<file path="src/rtl/mcac_mem_pkg.sv">
// Shared types and helpers for the per-channel codec state memory.
package mcac_mem_pkg;

    typedef enum logic [1:0] {
        ST_INIT  = 2'd0,
        ST_IDLE  = 2'd1,
        ST_CLEAR = 2'd2
    } state_e;

    typedef enum logic {
        GNT_A = 1'b0,
        GNT_B = 1'b1
    } gnt_e;

    // Bits needed to index v entries (v >= 2).
    function automatic int unsigned clog2(input int unsigned v);
        int unsigned r;
        int unsigned x;
        r = 0;
        x = v - 1;
        while (x != 0) begin
            r = r + 1;
            x = x >> 1;
        end
        return r;
    endfunction

endpackage

</file>
<file path="src/rtl/mcac_rr_arb2.sv">
// Two-requester round-robin arbiter; a tie goes to the port not granted last.
module mcac_rr_arb2
    import mcac_mem_pkg::*;
(
    input  logic clk,
    input  logic reset,
    input  logic en,
    input  logic a_req,
    input  logic b_req,
    output logic gnt_a_c,
    output logic gnt_b_c
);

    gnt_e last_grant;

    assign gnt_a_c = en && a_req && (!b_req || last_grant == GNT_B);
    assign gnt_b_c = en && b_req && (!a_req || last_grant == GNT_A);

    always_ff @(posedge clk) begin
        if (reset) begin
            last_grant <= GNT_B;
        end else if (gnt_a_c) begin
            last_grant <= GNT_A;
        end else if (gnt_b_c) begin
            last_grant <= GNT_B;
        end
    end

endmodule

</file>
<file path="src/rtl/mcac_chan_mem.sv">
// Per-channel ADPCM state memory: single-port flop array shared by encoder (A)
// and decoder (B) ports, with power-up zeroing sweep and per-channel clear.
module mcac_chan_mem
    import mcac_mem_pkg::*;
#(
    parameter int unsigned DATA_W       = 16,
    parameter int unsigned NUM_CH       = 32,
    parameter int unsigned WORDS_PER_CH = 8,
    localparam int unsigned CH_W        = clog2(NUM_CH),
    localparam int unsigned WA_W        = clog2(WORDS_PER_CH)
) (
    input  logic              clk,
    input  logic              reset,
    input  logic              a_req,
    input  logic              a_we,
    input  logic [CH_W-1:0]   a_ch,
    input  logic [WA_W-1:0]   a_addr,
    input  logic [DATA_W-1:0] a_wdata,
    output logic              a_ack,
    output logic              a_rvalid,
    output logic [DATA_W-1:0] a_rdata,
    input  logic              b_req,
    input  logic              b_we,
    input  logic [CH_W-1:0]   b_ch,
    input  logic [WA_W-1:0]   b_addr,
    input  logic [DATA_W-1:0] b_wdata,
    output logic              b_ack,
    output logic              b_rvalid,
    output logic [DATA_W-1:0] b_rdata,
    input  logic              clr_req,
    input  logic [CH_W-1:0]   clr_ch,
    output logic              clr_busy,
    output logic              init_done,
    input  logic              scan_in0,
    input  logic              scan_in1,
    input  logic              scan_in2,
    input  logic              scan_in3,
    input  logic              scan_in4,
    input  logic              scan_enable,
    input  logic              test_mode,
    output logic              scan_out0,
    output logic              scan_out1,
    output logic              scan_out2,
    output logic              scan_out3,
    output logic              scan_out4
);

    localparam int unsigned IDX_W = CH_W + WA_W;
    localparam int unsigned DEPTH = NUM_CH * WORDS_PER_CH;

    state_e            state;
    logic [IDX_W-1:0]  cnt;
    logic [CH_W-1:0]   clr_ch_q;
    logic [DATA_W-1:0] mem [DEPTH];

    logic              en_c;
    logic              gnt_a_c;
    logic              gnt_b_c;
    logic              a_ok_c;
    logic              b_ok_c;
    logic              clr_ok_c;
    logic [IDX_W-1:0]  a_idx_c;
    logic [IDX_W-1:0]  b_idx_c;
    logic [DATA_W-1:0] a_rd_c;
    logic [DATA_W-1:0] b_rd_c;
    logic              mem_we_c;
    logic [IDX_W-1:0]  mem_widx_c;
    logic [DATA_W-1:0] mem_wdata_c;
    logic              unused_dft;

    assign scan_out0  = 1'b0;
    assign scan_out1  = 1'b0;
    assign scan_out2  = 1'b0;
    assign scan_out3  = 1'b0;
    assign scan_out4  = 1'b0;
    assign unused_dft = &{1'b0, scan_in0, scan_in1, scan_in2, scan_in3, scan_in4,
                          scan_enable, test_mode};

    // Channels beyond NUM_CH are acked but never touch the array.
    assign a_ok_c   = 32'(a_ch) < NUM_CH;
    assign b_ok_c   = 32'(b_ch) < NUM_CH;
    assign clr_ok_c = 32'(clr_ch) < NUM_CH;
    assign a_idx_c  = {a_ch, a_addr};
    assign b_idx_c  = {b_ch, b_addr};
    assign a_rd_c   = a_ok_c ? mem[a_idx_c] : '0;
    assign b_rd_c   = b_ok_c ? mem[b_idx_c] : '0;

    assign en_c  = !reset && (state == ST_IDLE);
    assign a_ack = gnt_a_c;
    assign b_ack = gnt_b_c;

    mcac_rr_arb2 u_arb (
        .clk     (clk),
        .reset   (reset),
        .en      (en_c),
        .a_req   (a_req),
        .b_req   (b_req),
        .gnt_a_c (gnt_a_c),
        .gnt_b_c (gnt_b_c)
    );

    // Single write port: sweep, clear, or the granted requester.
    always_comb begin
        mem_we_c    = 1'b0;
        mem_widx_c  = '0;
        mem_wdata_c = '0;
        case (state)
            ST_INIT: begin
                mem_we_c   = 1'b1;
                mem_widx_c = cnt;
            end
            ST_CLEAR: begin
                mem_we_c   = 1'b1;
                mem_widx_c = {clr_ch_q, cnt[WA_W-1:0]};
            end
            ST_IDLE: begin
                if (gnt_a_c && a_we && a_ok_c) begin
                    mem_we_c    = 1'b1;
                    mem_widx_c  = a_idx_c;
                    mem_wdata_c = a_wdata;
                end else if (gnt_b_c && b_we && b_ok_c) begin
                    mem_we_c    = 1'b1;
                    mem_widx_c  = b_idx_c;
                    mem_wdata_c = b_wdata;
                end
            end
            default: ;
        endcase
    end

    always_ff @(posedge clk) begin
        if (mem_we_c) begin
            mem[mem_widx_c] <= mem_wdata_c;
        end
    end

    // FSM, sweep/clear counter and registered read returns.
    always_ff @(posedge clk) begin
        if (reset) begin
            state     <= ST_INIT;
            cnt       <= '0;
            clr_ch_q  <= '0;
            clr_busy  <= 1'b0;
            init_done <= 1'b0;
            a_rvalid  <= 1'b0;
            b_rvalid  <= 1'b0;
            a_rdata   <= '0;
            b_rdata   <= '0;
        end else begin
            a_rvalid <= gnt_a_c && !a_we;
            b_rvalid <= gnt_b_c && !b_we;
            if (gnt_a_c && !a_we) begin
                a_rdata <= a_rd_c;
            end
            if (gnt_b_c && !b_we) begin
                b_rdata <= b_rd_c;
            end
            case (state)
                ST_INIT: begin
                    if (cnt == IDX_W'(DEPTH - 1)) begin
                        state     <= ST_IDLE;
                        cnt       <= '0;
                        init_done <= 1'b1;
                    end else begin
                        cnt <= cnt + IDX_W'(1);
                    end
                end
                ST_IDLE: begin
                    if (clr_req && clr_ok_c) begin
                        state    <= ST_CLEAR;
                        clr_ch_q <= clr_ch;
                        cnt      <= '0;
                        clr_busy <= 1'b1;
                    end
                end
                ST_CLEAR: begin
                    if (cnt[WA_W-1:0] == WA_W'(WORDS_PER_CH - 1)) begin
                        state    <= ST_IDLE;
                        cnt      <= '0;
                        clr_busy <= 1'b0;
                    end else begin
                        cnt <= cnt + IDX_W'(1);
                    end
                end
                default: state <= ST_INIT;
            endcase
        end
    end

endmodule

</file>
<file path="config.mk">
export PLATFORM = sky130hd
export DESIGN_NAME = mcac_chan_mem
export DESIGN_NICKNAME = d
export VERILOG_FILES = /design/src/rtl/mcac_mem_pkg.sv /design/src/rtl/mcac_rr_arb2.sv /design/src/rtl/mcac_chan_mem.sv
export SDC_FILE = /design/constraint.sdc
export NUM_CORES = 2
export LEC_CHECK = 0
export BUFFER_PORTS_ARGS = -buffer_cell sky130_fd_sc_hd__buf_2
export CORE_MARGIN = 8
export CORE_UTILIZATION = 58
export CTS_CLUSTER_SIZE = 12
export DETAILED_ROUTE_END_ITERATION = 8
export PLACE_DENSITY = 0.77
export SYNTH_ARGS = -nofsm -noshare
export SYNTH_HDL_FRONTEND = slang
export SYNTH_SLANG_ARGS = --single-unit
</file>
<file path="constraint.sdc">
create_clock -name clk -period 5.2 [get_ports clk]
set_input_delay 0 -clock clk [delete_from_list [all_inputs] [get_ports clk]]
set_output_delay 0 -clock clk [all_outputs]
set_load 0.005 [all_outputs]
</file>
# After elaboration in Yosys (flattened, before gate mapping)
# Memories as Yosys holds them, arrays and structs flattened. A register that Yosys moved wholly into a read port is not among the register bits.
# Index checks and enable logic that the tools add are counted.
# word_totals
register_bits,20
ramBits,4096
in_bits,67
output_inout_bits,43
wordCells,68
n_memories,1
# memory_table
name,words,width,rd,rd_ports_with_merged_regs,write_ports,line,text
mem,256,16,2,2,1,mcac_chan_mem.sv:54,logic [DATA_W-1:0] mem [DEPTH];
# classes
add_sub_neg,1
n_eq_ne,7
muxes,24
n_bitwise,1
reduce_logical,26
# ops
operator,n
$mux 16,3
$pmux 8 s3,2
$mux 8,5
$logic_and 1x1->1,9
$add 8x1->8 const B,1
$eq 8x8->1 const B,1
$mux 1,8
$mux 2,3
$ne 2x2->1 const B,3
$pmux 2 s3,1
$reduce_and 2->1,3
$reduce_and 3->1,2
$logic_not 1->1,5
$pmux 1 s2,2
$reduce_bool 2->1,2
$eq 3x3->1 const B,1
$reduce_bool 3->1,1
$eq 2x1->1 const B,1
$eq 2x2->1 const B,1
$logic_not 2->1,1
$logic_or 1x1->1,2
$reduce_or 2->1,1
$not 1->1,1

# Depth between registers and ports, before layout
# logic_depth
ltp_word,10
mapped_depth,12
mapped_depth_nobuf,8

# By module
# A second synthesis with hierarchy kept.
# unflattened
cells_unflattened,10260
area_unflattened_um2,192340.7
# by_module_without_submodules
module,n_inst,cells_per_inst,area_each_um2
mcac_chan_mem,1,10252,192281.9
mcac_rr_arb2,1,8,58.8

# Worst setup path after synthesis
# Ideal clock, no wire load.
# synth_path
path_type,reg2reg
startpoint,register state[1]
endpoint,memory mem[0][10] (data pin)
arrival_time_ns,4.896
required_ns,4.335
setup_slack_ns,-0.561
stages_incl_launch_ff,9
n_path_buf,3
path_cell_list,dfxtp_1 -> inv_1 -> ha_1 -> nor2b_2 -> and4_4 -> buf_6 -> buf_2 -> buf_1 -> a22o_1
# synth_via
elab_chain_len,8
# synth_lines
element,line,text
from (decl),mcac_chan_mem.sv:51,state_e state;
from (signal assigned),mcac_chan_mem.sv:140,state <= ST_INIT;
from (signal assigned),mcac_chan_mem.sv:161,state <= ST_IDLE;
from (signal assigned),mcac_chan_mem.sv:170,state <= ST_CLEAR;
$eq 2x1->1 (*),"mcac_chan_mem.sv:88, mcac_chan_mem.sv:107",
$logic_and 1x1->1,mcac_chan_mem.sv:88,assign en_c = !reset && (state == ST_IDLE);
$logic_and 1x1->1 (2 in a row),mcac_rr_arb2.sv:17,assign gnt_b_c = en && b_req && (!a_req || last_grant == GNT_A);
$logic_and 1x1->1,mcac_chan_mem.sv:121,end else if (gnt_b_c && b_we && b_ok_c) begin
$mux 16,mcac_chan_mem.sv:121,
$mux 16,mcac_chan_mem.sv:117,if (gnt_a_c && a_we && a_ok_c) begin
$mux 16 (*),mcac_chan_mem.sv:107,case (state)
net mem_wdata_c[10],mcac_chan_mem.sv:68,logic [DATA_W-1:0] mem_wdata_c;
to (decl),mcac_chan_mem.sv:54,
# The timed path passes the listed nets; every way through them passes the cells marked *.

# Final worst setup path
# layout_path
startpoint,register state[1]
endpoint,"memory mem[241][0], enable pin"
# layout_via
elab_chain_len,10
# layout_lines
element,line,text
$eq 2x1->1,"mcac_chan_mem.sv:88, mcac_chan_mem.sv:107",
$logic_and 1x1->1,mcac_chan_mem.sv:88,
$logic_and 1x1->1 (2 in a row),mcac_rr_arb2.sv:17,
$logic_and 1x1->1,mcac_chan_mem.sv:121,
$mux 1,mcac_chan_mem.sv:121,
$mux 1,mcac_chan_mem.sv:117,
$pmux 1 s2,mcac_chan_mem.sv:107,
$mux 1,mcac_chan_mem.sv:132,if (mem_we_c) begin
$mux 1 (not written as such),mcac_chan_mem.sv:133,mem[mem_widx_c] <= mem_wdata_c;
# Parallel ways exist; a longest one is shown, timed or not.

==> impl_metrics.tcl <==
set metrics [dict create \
    syn-cell-area_mm2 0.192 \
    grt_pass1_vias 113000 \
    final_util 0.651 \
    dr_wl_met3_um 95100 \
    die_h_um 592 \
    crit_path_max_incr_delay_ps 710 \
    violations "DRC, capacitance limit, slew limit" \
    maxSlewViolCount 6 \
    worst_path_max_delay_cell "nand2_1" \
    vias 114000 \
    netlist.top_cell.by_area "edfxtp_1" \
    cts_root_buf "clkbuf_16" \
    finalWirelength_um 630000 \
    required_ps 5850 \
    post-route-period-util 0.943 \
    setup-violations-final 0 \
    cts_tree "built" \
    synthTopCellsByArea "edfxtp_1 64%, mux4_2 24%, mux2i_1 2.9%, o221ai_1 0.91%, nand2_1 0.76%" \
    ios 110 \
    tns_ps 0 \
    hold_viol 0 \
    nets 10100 \
    synth-seq-cells 4148 \
    antenna_found_initial 61 \
    fp-row-count 211 \
    cp.arrival_ps 5550 \
    yosys_warnings 0 \
    first_pass_iters 9 \
    post_cts_resize_count 0 \
    grt_pass1_wl_um 877000 \
    fp.dieArea_mm2 0.350 \
    max-slew-margin-rel -0.0583 \
    holdWs_ps 32.3 \
    drive_gt1_frac 0.351 \
    leakage_nw 59.4 \
    seq_area_frac_synth 0.645 \
    area_delta_synth_final_pct 11.8 \
    clk_pin_slew_ps 60 \
    wl_met2_um 283000 \
    postCtsSetupBuffers 0 \
    status "finished with violations" \
    synth_cell_types 72 \
    rsz0062_at_grt "no" \
    fp.dieW_um 592 \
    yosysMostFrequentCell "edfxtp_1" \
    postRouteAntennaNets 0 \
    path_class "flop to flop" \
    synth_common_cells "4096 x edfxtp_1, 2084 x mux4_2, 562 x mux2i_1" \
    cts_buffer_depth 4 \
    avgSynthCellArea_um2 20.0 \
    worstHoldPathCells 3 \
    placed_cell_area_mm2 0.202 \
    crit_path_max_fanout 18 \
    nFillCells 21000 \
    period_needed_ps 4900 \
    critPathMostFrequentCell "buf_4" \
    grt_usage 0.357 \
    port_buffers 97 \
    grt_max_degree 161 \
    clk_latency_ps 1000 \
    finalWeightedCongestion 1.01 \
    startpoint_type "flop" \
    drt-met1-wl_um 199000 \
    wl_per_cell_um 42.7 \
    first_iter_violations 20100 \
    irDropWorstVdd_mv 0.317 \
    globalRouteOverflowTotal 0 \
    synth_edf_count 4096 \
    fin_skew_ps 65.3 \
    yosys.area.top_type_share 0.639 \
    worst-r2r-cell-count 10 \
    core_area_mm2 0.330 \
    cts_buffers 420 \
    cts_sinks 4148 \
    cp_cell_sequence "inv_1, ha_1, nor2b_2, and4_1, buf_4, a221oi_1, nor3_1, nand2_1, nor2_1, buf_4" \
    synth-main-ff-cell "edfxtp_1" \
    fmax_ghz 0.204 \
    syn_inst 9604 \
    via_per_inst 7.73 \
    worstMarginPinSlew_ps 1580 \
    power_density_mw_per_mm2 316 \
    top_layer "met5" \
    drc 2 \
    dp.final_hpwl_um 414000 \
    start_util 0.583 \
    min-delay-path-class "input port to flop" \
    cap_violations 2 \
    htreeDepth 5 \
    ys_async_sr_fraction 0 \
    design_area_mm2 0.215 \
    cp-end-kind "flop" \
]
[cell type report]
| type | count | area, um^2 | area share |
|---|---|---|---|
| clock buffers | 571 | 11400 | 0.0529 |
| clock inverters | 132 | 971 | 0.00451 |
| repair buffers | 839 | 7960 | 0.0370 |
| diodes | 24 | 60.1 | 0.000279 |
| inverters | 12 | 65.1 | 0.000302 |
| well taps | 4366 | 5460 | 0.0254 |
| flip-flops and latches | 4148 | 124000 | 0.577 |
| multi-input cells | 4654 | 65200 | 0.303 |
[state kept, by name, summed over array words and instances (netlist names), 2 cells and up]
register and cells:
state 2, mem 4096, clr_ch_q 5, a_rdata 16, b_rdata 16, cnt 8
[report_power, final]
group	internal (mW)	total (mW)	switching [mW]
combinational	1.22	3.44	2.22
sequential	36.2	36.2	0.0230
clock	15.5	28.2	12.7
total	53.0	67.9	14.9
[stage by stage]
| step | setup WS, ps | cells | power (mW) |
|---|---|---|---|
| after floorplan | -239 | 9608 | 39.1 |
| after global placement | 744 | 13900 | 40.2 |
| after detailed placement | 613 | 13900 | 40.2 |
| after CTS | 566 | 14700 | 67.9 |
| after global routing | 235 | 14700 | 69.1 |
| final | 299 | 14700 | 67.9 |
[metal layers]
layer,vias to the layer above,GRT usage
met4,30,0.228
li1,42800,-
met1,59100,0.458
met3,1899,0.113
met5,-,0
met2,10200,0.533
[worst max-delay path, delay by kind of cell (launching register included)]
kind                     cells  cell delay [ps]
AO/OA/AOI/OAI                1              190
adder cells (fa/ha/maj)      1              190
buffers and inverters        3              910
flip-flops                   1              370
AND/OR/NAND/NOR              5             2850
[cell families after synthesis]
family                     count (synthesis)  synth area share
DFF                                     4148             0.645
muxes                                   2707             0.277
and+or+nand+nor                         1046            0.0239
AOI/OAI and AO/OA                        885            0.0337
buffers and inverters                    806            0.0204
adders and majority gates                  7          0.000455
xor gates and xnor gates                   4          0.000182
other                                      1         0.0000195
[what timing repair did]
item                                    4_1_cts  5_1_grt
endpoints found under the hold margin      1222        0
hold buffers                                 92        0
endpoints found under the setup margin        0        0
[final timing paths]
check / from / endpoint / slack, ps
max: state[1] / mem[241][0] / 300
min reg2reg: init_done / init_done / 500
max reg2reg: state[1] / mem[241][0] / 300
min: a_wdata[9] / mem[153][9] / 30
[placed cells by master (no fill, tap or decap), drive strengths merged, types with 81 or more instances in the layout]
master,count
o22ai,160
o221ai,199
a21oi,152
mux4,2084
clkbuf,571
mux2i,562
nand2,391
nor2,363
clkinv,110
buf,758
edfxtp,4096
dlygate4sd3,81
No activity file was read; power rests on OpenSTA's default activity.
